**src/rtl/regfile_wb_arbiter.sv**
```systemverilog
// Two-requester writeback arbiter that shares a single register-file write port, with a pending-write query.
// The `WB_ARB_RR_EN macro selects round-robin arbitration; the default build uses fixed priority with the load unit first.
`timescale 1ns/1ps

`ifndef DATA_WIDTH
`define DATA_WIDTH 32
`endif
`ifndef REG_ADDR_WIDTH
`define REG_ADDR_WIDTH 5
`endif

module regfile_wb_arbiter #(
    parameter int DW = `DATA_WIDTH,
    parameter int AW = `REG_ADDR_WIDTH
) (
    input  logic          clk,
    input  logic          rst_n,
    input  logic [1:0]    req_valid,
    output logic [1:0]    req_ready,
    input  logic [AW-1:0] req_addr0,
    input  logic [AW-1:0] req_addr1,
    input  logic [DW-1:0] req_data0,
    input  logic [DW-1:0] req_data1,
    output logic          rf_we,
    output logic [AW-1:0] rf_waddr,
    output logic [DW-1:0] rf_wdata,
    input  logic [AW-1:0] chk_addr,
    output logic          chk_pending
);

    logic          full0, full1;
    logic [AW-1:0] addr0, addr1;
    logic [DW-1:0] data0, data1;
    logic          cont0, cont1;
    logic          gnt0, gnt1;
    logic          clear0, clear1;
    logic          acc0, acc1;
    logic          hit0, hit1, hit_rf;

    // Only buffered writes to a non-zero register compete for the port.
    assign cont0 = full0 && (addr0 != '0);
    assign cont1 = full1 && (addr1 != '0);

`ifdef WB_ARB_RR_EN
    logic ptr;

    always_comb begin
        gnt0 = cont0 && (!cont1 || !ptr);
        gnt1 = cont1 && (!cont0 || ptr);
    end

    always_ff @(posedge clk or negedge rst_n) begin
        if (!rst_n) begin
            ptr <= 1'b0;
        end else if (gnt0) begin
            ptr <= 1'b1;
        end else if (gnt1) begin
            ptr <= 1'b0;
        end
    end
`else
    always_comb begin
        gnt0 = cont0;
        gnt1 = cont1 && !cont0;
    end
`endif

    // An x0 entry is drained on the next edge without ever reaching the port.
    assign clear0 = (full0 && (addr0 == '0)) || gnt0;
    assign clear1 = (full1 && (addr1 == '0)) || gnt1;

    assign req_ready = {(!full1 || clear1), (!full0 || clear0)};
    assign acc0      = req_valid[0] && req_ready[0];
    assign acc1      = req_valid[1] && req_ready[1];

    always_ff @(posedge clk or negedge rst_n) begin
        if (!rst_n) begin
            full0 <= 1'b0;
            addr0 <= '0;
            data0 <= '0;
        end else if (acc0) begin
            full0 <= 1'b1;
            addr0 <= req_addr0;
            data0 <= req_data0;
        end else if (clear0) begin
            full0 <= 1'b0;
        end
    end

    always_ff @(posedge clk or negedge rst_n) begin
        if (!rst_n) begin
            full1 <= 1'b0;
            addr1 <= '0;
            data1 <= '0;
        end else if (acc1) begin
            full1 <= 1'b1;
            addr1 <= req_addr1;
            data1 <= req_data1;
        end else if (clear1) begin
            full1 <= 1'b0;
        end
    end

    // Address and data hold their last values when no write is issued.
    always_ff @(posedge clk or negedge rst_n) begin
        if (!rst_n) begin
            rf_we    <= 1'b0;
            rf_waddr <= '0;
            rf_wdata <= '0;
        end else if (gnt0) begin
            rf_we    <= 1'b1;
            rf_waddr <= addr0;
            rf_wdata <= data0;
        end else if (gnt1) begin
            rf_we    <= 1'b1;
            rf_waddr <= addr1;
            rf_wdata <= data1;
        end else begin
            rf_we    <= 1'b0;
        end
    end

    assign hit0        = cont0 && (addr0 == chk_addr);
    assign hit1        = cont1 && (addr1 == chk_addr);
    assign hit_rf      = rf_we && (rf_waddr == chk_addr);
    assign chk_pending = (chk_addr != '0) && (hit0 || hit1 || hit_rf);

endmodule

```
**config.mk**
```make
export PLATFORM = sky130hd
export DESIGN_NAME = regfile_wb_arbiter
export DESIGN_NICKNAME = d
export VERILOG_FILES = /design/src/rtl/regfile_wb_arbiter.sv
export SDC_FILE = /design/constraint.sdc
export NUM_CORES = 1
export LEC_CHECK = 0
export ABC_CLOCK_PERIOD_IN_PS = 5700
export CAP_MARGIN = 20
export CORE_MARGIN = 5
export CORE_UTILIZATION = 45
export CTS_BUF_LIST = sky130_fd_sc_hd__clkbuf_4
export CTS_CLUSTER_DIAMETER = 120
export DETAILED_ROUTE_END_ITERATION = 8
export PLACE_DENSITY = 0.79
export SYNTH_ARGS = -nofsm -noshare
export SYNTH_HDL_FRONTEND = slang
export SYNTH_SLANG_ARGS = --single-unit
```
**constraint.sdc**
```tcl
create_clock -name clk -period 5.7 [get_ports clk]
set_clock_uncertainty 0.15 [all_clocks]
set_input_delay 1.14 -clock clk [delete_from_list [all_inputs] [get_ports clk]]
set_output_delay 1.14 -clock clk [all_outputs]
set_load 0.02 [all_outputs]
```
==> results.md, run 1 <==
* Routability cong. at 0.862
* WS Path Type: primary input to output port
* Final setup vio count at 0
* TNS Setup at 0 ns
* Syn Nets at 441
* Routed length per instance at 16.9 um
* Min Tclk post-route at 4.58 ns
* I/O Pins at around 120
* Antenna diodes at 0
* Reg-to-reg endpoint: data1[15]$_DFFE_PN0P_
* Share of flip-flops with an asynchronous set or reset at between 90% and 100%
* Worst r2r path cells at 6
* P_leak at around 2.8 nW
* CTS Hold Buffers Added at 0
* CP endpoint: chk_pending
* Leading cell type in the layout, fill and taps excluded: clkdlybuf4s50_1
* Num CTS Buffers at 17
* Crit path from: chk_addr[1]
* Startpoint Class: primary input
* WP data required at 4.41 ns
* Synthesis-stage register bit count at 114
* Port bufs at 122
* Final Max Tran Viols at 0
* Die area at 13100 um^2
* Worst slew pin tran at 0.969 ns
* Comb power frac at around 23%
* CP Max Fanout at 4
* DRC viols at 0
* Initial cell density of the core at between 40% and 50%
* R2r startpoint: addr0[3]$_DFFE_PN0P_
* First-pass DRT Iterations at 4
* PostCTS Resize Cnt at 0
* Post-synth top flop: dfrtp_1
* Die width at around 110 um
* Vias in the first global route at 3403
* Std cell rows at 38
* R2R setup slack at 2.63 ns
* Largest net degree at the start of global routing at 71
* Maxcap violations at 0
* Worst slew margin at a little over a third
* Number of synthesized flops with an enable pin at 0
* Post-Route WL at 10.7 mm
* Ratio of final minimum period to clock period at 80.4%
* TritonCTS clock tree: yes
* Worst vdd ir at 0.229 mV
* WP data arrival at approximately 3.3 ns
* Antenna violations before repair at 1
* P_sw at 586 uW
* Post-CTS setup repair buffer count at 0
* Seq/Total Area, Yosys at 58.2%
* Fin. Hold Viols at 0
* Detailed Route Iter0 Violations at about 130
* Clock Sinks at 114
* Yosys cell types at 26
* Sw frac at 26.7%
* Post-Syn Area at 4900 um^2
* Root Driver: clkbuf_4
* RSZ-0062 raised after global routing: no
* Gate Count Post-Synth at 358
* Final instance area at 6520 um^2
* Hold WC Path Type: flip-flop to flip-flop
* Final Hold Slack at 0.362 ns
* DP Area at 6180 um^2
* Proportion of layout cells with a drive suffix above 1 at 23.2%
* Avg Inst Size Synth at 13.7 um^2
* First-pass GRT wire length at 17.1 mm
* Max Freq at 0.218 GHz
* H-tree depth at 4
* Area Growth Syn to Fin at 32.9%
* Synth Warn # at 0
* Core Area at 10700 um^2
* Die Span Y at 114 um
* PwrDens at 337 nW/um^2
* Grt total ovfl at 0
* GRT Resource Usage Total at 16.9%
* CTS max path bufs at 2
* Post-detail-place hpwl at 7.28 mm
* Clk pwr share at 31.6%
* Layout net count at around 570
* Outcome: finished, final reports clean
* Clk pin slew, worst setup/hold paths at 0.08 ns
* Sequential Power Share at 45.8%
* Internal power at roughly 1.6 mW
* Via Count at 3264
* Most frequent cells in the layout: clkdlybuf4s50_1 (120), dfrtp_1 (114), mux2_2 (44), nor2_1 (38)
* Setup crit end kind: output port
* Routed vias/inst at 5.14
* Clock latency at the later pin of the worst-skew pair at 0.49 ns
* PnR Total Power at 2.19 mW
* Antenna Nets Post-Route at 0
final cells by class:
class                   instances  area (um^2)
fillers                       895         4230
flip-flops and latches        114         2850
multi-input cells             223         1910
repair buffers                126         1240
clock inverters                12          188
well taps                     140          175
clock buffers                  20          150
how the worst min path moves through the flow:
stage / start / to / slack (ns) / depth (start not counted)
after detailed placement: data1[19]$_DFFE_PN0P_ / data1[19]$_DFFE_PN0P_ / 0.35 / 1
final: data0[26]$_DFFE_PN0P_ / data0[26]$_DFFE_PN0P_ / 0.36 / 1
after global placement: data1[31]$_DFFE_PN0P_ / data1[31]$_DFFE_PN0P_ / 0.34 / 1
after floorplan: data1[0]$_DFFE_PN0P_ / data1[0]$_DFFE_PN0P_ / 0.33 / 1
after global routing: data1[8]$_DFFE_PN0P_ / data1[8]$_DFFE_PN0P_ / 0.39 / 1
after CTS: data0[17]$_DFFE_PN0P_ / data0[17]$_DFFE_PN0P_ / 0.37 / 1
cell usage after synthesis, types with 4 or more instances:
master | number | area [um^2]
mux2i_1 | 32 | 320
nor2_1 | 38 | 143
nand2_1 | 11 | 41.3
buf_6 | 4 | 45.0
buf_2 | 7 | 35.0
xor2_1 | 4 | 35.0
mux2_2 | 44 | 495
dfrtp_1 | 114 | 2850
xnor2_1 | 11 | 96.3
a21oi_1 | 32 | 160
a31oi_1 | 5 | 31.3
clkbuf_1 | 7 | 26.3
mux2_4 | 30 | 450
critical path: stages:
cell and delay [ns]:
clkdlybuf4s50_1 0.49, or4_1 0.54, o211ai_1 0.17, nor2_1 0.05
or3_1 0.34, clkdlybuf4s50_1 0.55
registers in the layout, summed over array words and instances, names as in the netlist:
name / count
addr1: 5
rf_wdata: 32
addr0: 5
full0: 1
full1: 1
data1: 32
rf_we: 1
rf_waddr: 5
data0: 32
metrics by stage:
step | setup slack (ns) | utilization (%) | std cells
floorplan | 2.12 | - | 358
global placement | 1.14 | 57.5 | 603
detailed placement | 1.13 | 57.5 | 603
CTS | 1.12 | 60.6 | 635
global route | 1.03 | 60.6 | 635
finish | 1.12 | 60.6 | 635
routing by layer:
metal | up-vias | routed length, um | track usage, %
met5 | - | 13 | 0
li1 | 1505 | - | -
met1 | 1639 | 4460 | 20.5
met3 | 13 | 656 | 6.13
met2 | 105 | 5490 | 28.2
met4 | 2 | 108 | 5.07
power groups by stage:
| stage | sequential (mW) | clock, mW | combinational [mW] |
|---|---|---|---|
| CTS | 1.01 | 0.712 | 0.502 |
| floorplan | 1.06 | 0 | 0.241 |
| finish | 1.01 | 0.693 | 0.495 |
| global route | 1.02 | 0.748 | 0.531 |
| global placement | 1.02 | 0 | 0.487 |
| detailed placement | 1.02 | 0 | 0.499 |
cells by family after synthesis:
family	count (synthesis)	share of synthesized area, %
AO/OA/AOI/OAI	41	5.05
XOR/XNOR	15	2.68
multiplexers	106	25.8
flip-flops	114	58.2
buffers and inverters	21	2.93
AND/OR/NAND/NOR	60	5.26
other	1	0.0765
Note: power is estimated with default switching activity, not from simulation.
==> run 2, diff against run 1 <==
ABC_CLOCK_PERIOD_IN_PS = 4450   (was 5700)
clock period = 4.45 ns   (was 5.7 ns; I/O delays follow)
==> results.md, run 2 (synthesis gave the netlist of run 1 again) <==
* Detailed Route Iter0 Violations at 127 (-3.8%)
* Worst r2r path cells at 6 (unchanged)
* Hold WC Path Type: primary input to async pin
* PostCTS Resize Cnt at 0 (unchanged)
* Grt met1 use at 20.5% (-0.058 points)
* Routed length per instance at 16.8 um (-0.25%)
* P_leak at 2.77 nW (-1.2%)
* RSZ-0062 raised after global routing: no
* P_sw at 735 uW (+25%)
* Via Count at 3179 (-2.6%)
* R2R setup slack at 1.45 ns (-1.18 ns)
* I/O Pins at 124 (unchanged)
* Port bufs at 122 (unchanged)
* Min Tclk post-route at just over 4 ns
* First-pass GRT wire length at 17.3 mm (+1.2%)
* CP delay by family, top: buffers and inverters
* Final Max Tran Viols at 0 (unchanged)
* Met3 usage at 7.14% (+1.0 points)
* Die Span Y at 114 um (unchanged)
* CP Max Fanout at 4 (unchanged)
* Comb power frac at 24.3% (+1.7 points)
* TritonCTS clock tree: yes
* Largest regs: data0 x32, data1 x32, rf_wdata x32
* Grt total ovfl at 0 (unchanged)
* Slowest CP cell: or4_1
* Post-CTS setup repair buffer count at 0 (unchanged)
* Largest net degree at the start of global routing at 77 (+8.5%)
* Worst path most repeated cell: clkdlybuf4s50_1
* Worst slew pin tran at 0.927 ns (-0.0425 ns)
* Sequential Power Share at 49.2% (+3.4 points)
* CTS max path bufs at 2 (unchanged)
* GRT Resource Usage Total at 17.3% (+0.36 points)
* Startpoint Class: primary input
* Fillers at 891 (-0.45%)
* Die width at 114 um (unchanged)
* Vias in the first global route at 3443 (+1.2%)
* Num CTS Buffers at 17 (unchanged)
* Maxcap violations at 0 (unchanged)
* H-tree depth at 4 (unchanged)
* Outcome: finished, final reports clean
* CTS Hold Buffers Added at 0 (unchanged)
* Routability cong. at 0.835 (-3.2%)
* Root Driver: clkbuf_4
* Die area at 13100 um^2 (unchanged)
* Layout net count at 565 (unchanged)
* Clk pwr share at 26.5% (-5.1 points)
* Internal power at 1.88 mW (+17%)
* DRC viols at 0 (unchanged)
* Critical-path cell list: clkdlybuf4s50_1 > or4_1 > o211ai_1 > nor2_1 > or3_1 > clkdlybuf4s50_1
* First-pass DRT Iterations at 4 (unchanged)
* Clock latency at the later pin of the worst-skew pair at 0.51 ns (+0.02 ns)
* Worst vdd ir at 0.318 mV (+39%)
* Setup crit end kind: output port
* Proportion of layout cells with a drive suffix above 1 at 22.3% (-0.92 points)
* Post-detail-place hpwl at 7.13 mm (-2.2%)
* Clock Sinks at 114 (unchanged)
* Ratio of final minimum period to clock period at 92.7%
* PnR Total Power at 2.61 mW (+19%)
* WP data required at 3.41 ns (-1.00 ns)
* Worst slew margin at 38.2% (+2.8 points)
* Clk pin slew, worst setup/hold paths at 0.09 ns (about the same)
* Fin. Hold Viols at 0 (unchanged)
* Core Area at 10700 um^2 (unchanged)
* WP data arrival at 3.08 ns (-0.21 ns)
* Final setup vio count at 0 (unchanged)
* Reg-to-reg endpoint: data1[18]$_DFFE_PN0P_
* Buffers plus inverters on the worst setup path at 2 (unchanged)
* Area Growth Syn to Fin at 31.2%
* Std cell rows at 38 (unchanged)
* Post-Route WL at 10.7 mm (-0.56%)
* Most frequent cells in the layout: clkdlybuf4s50_1 (120), dfrtp_1 (114), mux2_2 (44), nor2_1 (38)
* Final WS setup at 0.326 ns (-0.793 ns)
* Post-Place Worst Slack at 0.313 ns (-0.815 ns)
* Max Freq at between 0.2 and 0.25 GHz
* Leading cell type in the layout, fill and taps excluded: clkdlybuf4s50_1
* Antenna Nets Post-Route at 0 (unchanged)
* TNS Setup at 0 ns (unchanged)
* Initial cell density of the core at 45.6% (unchanged)
* R2r startpoint: addr0[3]$_DFFE_PN0P_
* Busiest layer in global routing: met2
* Crit-path max cell delay at 0.55 ns (about the same)
* Met2 Use GR at 28.5% (+0.27 points)
* Post-layout util at 59.9% (-0.76 points)
* Routed vias/inst at 5.02 (-2.3%)
* WS Path Type: primary input to output port
* Sw frac at 28.1% (+1.4 points)
* PwrDens at 406 nW/um^2 (+21%)
* Antenna violations before repair at 0 (-1)
* Antenna diodes at 0 (unchanged)
## run 2: cell types whose count changed in the layout (fill, tap and decap cells not counted), sizes merged
cell / change
clkinv: +3
clkinvlp: -2
bufinv: -3
## run 2: layout make-up
cell class / instances / area [um^2] / area share, %
Clock buffer: 20 / 150 / 2.33
Clock inverter: 10 / 93.8 / 1.46
Multi-Input combinational cell: 223 / 1910 / 29.6
Sequential cell: 114 / 2850 / 44.3
Tap cell: 140 / 175 / 2.72
Timing Repair Buffer: 126 / 1260 / 19.5
## run 2: stage by stage
| step | hold WS, ns | cells | instance area [um^2] |
|---|---|---|---|
| after floorplan | 0.329 | 358 | 4900 |
| after global placement | 0.340 | 603 | 6190 |
| after detailed placement | 0.346 | 603 | 6190 |
| after CTS | 0.264 | 633 | 6430 |
| after global routing | 0.277 | 633 | 6430 |
| final | 0.268 | 633 | 6430 |
## run 2: worst max-delay path by stage
stage / from / end / slack (ns) / depth (start not counted)
final: chk_addr[1] / chk_pending / 0.33 / 6
after global routing: chk_addr[1] / chk_pending / 0.20 / 6
after CTS: chk_addr[1] / chk_pending / 0.31 / 6
after detailed placement: chk_addr[1] / chk_pending / 0.31 / 6
after global placement: chk_addr[1] / chk_pending / 0.39 / 6
after floorplan: chk_addr[1] / chk_pending / 1.37 / 4
## run 2: power groups by stage
stage | Combinational, mW | Sequential, mW | Clock (mW)
after floorplan | 0.309 | 1.35 | 0
after global placement | 0.627 | 1.30 | 0
after detailed placement | 0.642 | 1.31 | 0
after CTS | 0.646 | 1.29 | 0.717
after global routing | 0.684 | 1.31 | 0.763
final | 0.634 | 1.29 | 0.693
## run 2: worst register-to-register path: stages, from the launching register on
cell and delay (ns):
dfrtp_1 0.45, or4_1 0.59, o21ai_4 0.17, buf_4 0.63, o21ai_4 0.13, buf_4 0.37
mux2_4 0.39
## run 2: metal layers
layer,share of wire [%],wire (um),vias to the layer above
met1,41,4400,1566
met3,7.1,752,11
met5,0,0,-
met4,0.96,102,0
met2,51,5410,99
li1,-,-,1503
